**config.mk**
```make
export PLATFORM = sky130hd
export DESIGN_NAME = shift_counter_ctrl
export DESIGN_NICKNAME = d
export VERILOG_FILES = /design/src/rtl/shift_ctrl_pkg.sv /design/src/rtl/shift_datapath.sv /design/src/rtl/shift_counter_ctrl.sv
export SDC_FILE = /design/constraint.sdc
export NUM_CORES = 1
export LEC_CHECK = 0
export CORE_MARGIN = 2
export CORE_UTILIZATION = 50
export CTS_CLUSTER_DIAMETER = 40
export DETAILED_ROUTE_END_ITERATION = 8
export PLACE_DENSITY = 0.82
export SYNTH_ARGS = -nofsm -noshare
export SYNTH_HDL_FRONTEND = slang
export SYNTH_SLANG_ARGS = --single-unit
```
**constraint.sdc**
```tcl
create_clock -name p_clk_in -period 3.7 [get_ports p_clk_in]
set_clock_uncertainty 0.15 [all_clocks]
set_input_delay 0.74 -clock p_clk_in [delete_from_list [all_inputs] [get_ports p_clk_in]]
set_output_delay 0.74 -clock p_clk_in [all_outputs]
set_load 0.05 [all_outputs]
```
**src/rtl/shift_ctrl_pkg.sv**
```systemverilog
// Shared constants for the shift-counter controller:
// command op-codes, FSM state encoding, direction and mode values.
package shift_ctrl_pkg;

   localparam logic [1:0] OP_RUN   = 2'b00;
   localparam logic [1:0] OP_LOAD  = 2'b01;
   localparam logic [1:0] OP_STOP  = 2'b10;
   localparam logic [1:0] OP_CLEAR = 2'b11;

   localparam logic DIR_LEFT     = 1'b0;
   localparam logic DIR_RIGHT    = 1'b1;
   localparam logic MODE_RING    = 1'b0;
   localparam logic MODE_JOHNSON = 1'b1;

   typedef enum logic [1:0] {
      S_IDLE = 2'b00,
      S_RUN  = 2'b01,
      S_DONE = 2'b10
   } state_e;

endpackage

```
**src/rtl/shift_datapath.sv**
```systemverilog
// WIDTH-bit ring/Johnson shift register with clear, load and shift enable.
// Ports: i_clk, i_rst_n, i_load/i_data, i_clear, i_shift, i_dir, i_mode, o_count.
module shift_datapath
   import shift_ctrl_pkg::*;
#(
   parameter int WIDTH = 8
) (
   input  logic             i_clk,
   input  logic             i_rst_n,
   input  logic             i_load,
   input  logic             i_clear,
   input  logic             i_shift,
   input  logic             i_dir,
   input  logic             i_mode,
   input  logic [WIDTH-1:0] i_data,
   output logic [WIDTH-1:0] o_count
);

   localparam logic [WIDTH-1:0] RST_VAL = WIDTH'(1);

   logic [WIDTH-1:0] r_count;
   logic [WIDTH-1:0] w_shifted;

   // XOR with mode: ring feeds the bit back unchanged, Johnson inverts it.
   always_comb begin
      w_shifted = r_count;
      if (i_dir == DIR_LEFT)
         w_shifted = {r_count[WIDTH-2:0], r_count[WIDTH-1] ^ i_mode};
      else
         w_shifted = {r_count[0] ^ i_mode, r_count[WIDTH-1:1]};
   end

   always_ff @(posedge i_clk or negedge i_rst_n) begin
      if (!i_rst_n)
         r_count <= RST_VAL;
      else if (i_clear)
         r_count <= '0;
      else if (i_load)
         r_count <= i_data;
      else if (i_shift)
         r_count <= w_shifted;
   end

   assign o_count = r_count;

endmodule

```
**src/rtl/shift_counter_ctrl.sv**
```systemverilog
// Command-driven sequencer for the shift datapath: steps, prescaler, done pulse.
// Ports: p_clk_in, p_rst, cmd_* handshake/fields, count, steps_left, busy, done.
module shift_counter_ctrl
   import shift_ctrl_pkg::*;
#(
   parameter int WIDTH  = 8,
   parameter int STEP_W = 8,
   parameter int PRE_W  = 4
) (
   input  logic              p_clk_in,
   input  logic              p_rst,
   input  logic              cmd_valid,
   output logic              cmd_ready,
   input  logic [1:0]        cmd_op,
   input  logic              cmd_dir,
   input  logic              cmd_mode,
   input  logic [STEP_W-1:0] cmd_steps,
   input  logic [PRE_W-1:0]  cmd_prescale,
   input  logic [WIDTH-1:0]  cmd_data,
   output logic [WIDTH-1:0]  count,
   output logic [STEP_W-1:0] steps_left,
   output logic              busy,
   output logic              done
);

   state_e            r_state;
   state_e            w_next;
   logic [STEP_W-1:0] r_steps;
   logic [PRE_W-1:0]  r_presc_cnt;
   logic [PRE_W-1:0]  r_prescale;
   logic              r_dir;
   logic              r_mode;

   logic w_acc;
   logic w_start;
   logic w_load;
   logic w_clear;
   logic w_shift;

   // RUN/LOAD during RUN stall on ready; only STOP/CLEAR may preempt.
   always_comb begin
      cmd_ready = 1'b0;
      unique case (r_state)
         S_IDLE:  cmd_ready = 1'b1;
         S_RUN:   cmd_ready = (cmd_op == OP_STOP) || (cmd_op == OP_CLEAR);
         default: cmd_ready = 1'b0;
      endcase
   end

   assign w_acc = cmd_valid && cmd_ready;

   always_comb begin
      w_next  = r_state;
      w_start = 1'b0;
      w_load  = 1'b0;
      w_clear = 1'b0;
      w_shift = 1'b0;
      unique case (r_state)
         S_IDLE: begin
            if (w_acc) begin
               unique case (cmd_op)
                  OP_RUN: begin
                     w_start = 1'b1;
                     w_next  = (cmd_steps == '0) ? S_DONE : S_RUN;
                  end
                  OP_LOAD:  w_load  = 1'b1;
                  OP_CLEAR: w_clear = 1'b1;
                  default:  ;
               endcase
            end
         end
         S_RUN: begin
            if (w_acc) begin
               w_next  = S_IDLE;
               w_clear = (cmd_op == OP_CLEAR);
            end else if (r_presc_cnt == '0 && r_steps != '0) begin
               w_shift = 1'b1;
               if (r_steps == STEP_W'(1))
                  w_next = S_DONE;
            end
         end
         S_DONE:  w_next = S_IDLE;
         default: w_next = S_IDLE;
      endcase
   end

   always_ff @(posedge p_clk_in or negedge p_rst) begin
      if (!p_rst) begin
         r_state     <= S_IDLE;
         r_steps     <= '0;
         r_presc_cnt <= '0;
         r_prescale  <= '0;
         r_dir       <= DIR_LEFT;
         r_mode      <= MODE_RING;
      end else begin
         r_state <= w_next;
         if (w_start) begin
            r_steps     <= cmd_steps;
            r_presc_cnt <= cmd_prescale;
            r_prescale  <= cmd_prescale;
            r_dir       <= cmd_dir;
            r_mode      <= cmd_mode;
         end else if (w_clear) begin
            r_steps <= '0;
         end else if (r_state == S_RUN && !w_acc) begin
            if (r_presc_cnt == '0) begin
               r_presc_cnt <= r_prescale;
               if (r_steps != '0)
                  r_steps <= r_steps - STEP_W'(1);
            end else begin
               r_presc_cnt <= r_presc_cnt - PRE_W'(1);
            end
         end
      end
   end

   shift_datapath #(
      .WIDTH (WIDTH)
   ) u_dp (
      .i_clk   (p_clk_in),
      .i_rst_n (p_rst),
      .i_load  (w_load),
      .i_clear (w_clear),
      .i_shift (w_shift),
      .i_dir   (r_dir),
      .i_mode  (r_mode),
      .i_data  (cmd_data),
      .o_count (count)
   );

   assign steps_left = r_steps;
   assign busy       = (r_state == S_RUN);
   assign done       = (r_state == S_DONE);

endmodule

```
==> metrics.md <==
| Metric | Value |
|---|---|
| Die Y-Extent | 63.4 um |
| Dpl hpwl | 3.05 mm |
| Die span in x | 63.4 um |
| Clock Sink Count | 28 |
| Final hold slack | 0.354 ns |
| Detailed-route wire length | 4.15 mm |
| R2R Setup Slk | 1.14 ns |
| Post-Syn Area per Cell | 8.75 um2 |
| Synth Instances | 202 |
| Clk slew on worst S/H paths | 0.15 ns |
| Worst-Margin Slew | 1.23 ns |
| YS warnings | 0 |
| Synth area leaders | dfrtp_1 (38%), nand2_1 (9.6%), mux2i_1 (7.4%), a21oi_1 (5.7%), mux2_2 (5.1%) |
| Area Growth Syn to Fin | 28.5% |
| Postcts setup bufs | 0 |
| Initial antenna violation count | 0 |
| I/O pin count | 46 |
| Final Hold Fails | 0 |
| Fillers | 298 |
| Clock tree from TritonCTS | built |
| # DRC | 0 |
| Post_cts resized | 0 |
| Crit path kind | in2out |
| Drt first pass iters | 4 |
| Yosys cell types | 41 |
| R2r worst-path depth | 7 |
| # port buffers | 45 |
| Share of layout cells above drive strength 1 | 7.69% |
| Critical Path End Type | primary output |
| Synthesis-stage register bit count | 28 |
| Power Density | 817 mW/mm2 |
| Placed insts | 289 |
| Syn Nets | 233 |
| Cell Area, Synth | 0.00177 mm2 |
| Root Buffer | clkbuf_4 |
| Worst EP required | 2.81 ns |
| # rows | 21 |
| Hold WC Path Type | reg2reg |
| Min Tclk post-route | 3.19 ns |
| Worst setup path start | cmd_op[1] |
| Setup violations, final | 0 |
| Highest clock rate | 313 MHz |
| Fin cells | 293 |
| Max rail drop VDD | 359 uV |
| Vias in the first global route | 1597 |
| All-Layer GR Usage | 22.1% |
| Reg-to-Reg Start | steps_left[0] |
| First DRT Iteration DRCs | 104 |
| Status | completed |
| Total Neg Setup Slack | 0 ns |
| Nets | 279 |
| Worst R2R End | steps_left[5] |
| Diodes inserted | 0 |
| Clock latency at the later pin of the worst-skew pair | 0.32 ns |
| Sequential element share of the synthesized area | 39.7% |
| Area of the multi-input gates | 987 um2 |
| RSZ-0062 raised after global routing | false |
| H-tree levels | 1 |
| Post-CTS Hold Buffers | 0 |
| Critical path launch point type | primary input |
| Vias post-DR | 1618 |
| Initial core utilization | 52.5% |
| Final core utilization | 67.5% |
| Area share of the largest cell type after synthesis | 38.2% |
| CP Max Fanout | 5 |
| Leak | 0.995 nW |
| Crit share post-route | 86.3% |
| CTS buffer count | 3 |
| Core ar. | 0.00336 mm2 |
| Gpl congestion | 0.854 |
| Remaining antenna violation count after routing | 0 |
| CP arrival | 2.30 ns |
| Total die area | 0.00402 mm2 |
| Global-route wire length before repair | 7.25 mm |
| Worst Setup EP | cmd_ready |
| Grt ovf | 0 |
| Max cap viols | 0 |
| Max clock buf depth | 2 |
| Synth area leader | dfrtp_1 |
| Most frequent cells in the layout | nand2_1 (45), clkdlybuf4s50_1 (45), dfrtp_1 (27), a21oi_1 (20) |
| Max Slew Vio Count | 0 |
| Via density | 5.52 |
| Slew margin rel. | 17.3% |
| Largest net degree at the start of global routing | 29 |
| Reg area | 702 um2 |
| Wirelength per Cell | 14.1 um |
logic make-up after synthesis:
logic type                 share of synthesized area (%)
adders and majority gates                           2.83
buffers and inverters                               4.39
xor gates and xnor gates                           0.992
DFF                                                 39.7
muxes                                               12.5
AOI/OAI and AO/OA                                   15.4
and+or+nand+nor                                     24.2
area by class of cell:
class | instances | area share, %
multi-input combinational | 162 | 43.5
sequential | 28 | 30.9
timing repair buffer | 47 | 20.5
tap | 46 | 2.53
clock buffer | 4 | 1.60
inverter | 6 | 0.992
flip-flops by register name (all words and copies together) (netlist names):
| name | count |
|---|---|
| r_mode | 1 |
| r_state | 2 |
| steps_left | 8 |
| r_prescale | 4 |
| r_dir | 1 |
| r_presc_cnt | 4 |
| u_dp.o_count | 8 |
through the flow:
step	total power, mW	instance area (um2)	setup slack, ns
2_1_floorplan	1.38	1770	1.21
3_3_place_gp	1.68	2230	0.538
3_5_place_dp	1.71	2230	0.512
4_1_cts	1.86	2270	0.498
5_1_grt	2.00	2270	0.440
6_report	1.86	2270	0.506
critical path, stage by stage:
cell,delay (ns)
clkdlybuf4s50_1,0.53
inv_1,0.07
a21oi_1,0.14
clkdlybuf4s50_1,0.81
routing by layer:
| layer | up-vias | track usage, % | routed length (um) |
|---|---|---|---|
| li1 | 799 | - | - |
| met1 | 763 | 29.0 | 1800 |
| met2 | 52 | 38.7 | 2070 |
| met3 | 4 | 2.86 | 236 |
| met4 | 0 | 5.16 | 39 |
| met5 | - | 0 | 0 |
power by group:
group          internal (mW)  total, mW  switching [mW]  leakage, nW
logic                  0.437       1.08           0.646        0.619
registers              0.440      0.623           0.183        0.355
clock network         0.0601      0.151          0.0904       0.0210
cell usage after synthesis (all sizes together):
cell type and number:
o21bai 1, and4 1, clkbuf 2, nand2 46, xnor2 2, or4 4, a21oi 20, ha 4
nor2b 2, o31ai 1, nor3b 4, a221oi 1, nand3 2, o21a 1, a32o 1, o21ai 15
a22o 1, inv 6, mux2i 13, and2 3, a41oi 1, and2b 1, nor2 14, mux2 8
a211oi 1, o41ai 1, nand4 1, dfrtp 27, dlygate4sd1 1, buf 3, dfstp 1, nor4 3
a21o 3, or3 1, nor3 6
worst min path at each step:
stage                        from  depth (start not counted)       endpoint  slack, ns
floorplan                   p_rst                          0          r_dir       0.29
global placement    r_prescale[0]                          2  r_prescale[0]       0.31
detailed placement  r_prescale[0]                          2  r_prescale[0]       0.32
CTS                 r_prescale[0]                          2  r_prescale[0]       0.36
global route        r_prescale[0]                          2  r_prescale[0]       0.39
finish              r_prescale[0]                          2  r_prescale[0]       0.35
(Power assumes the default switching activity.)
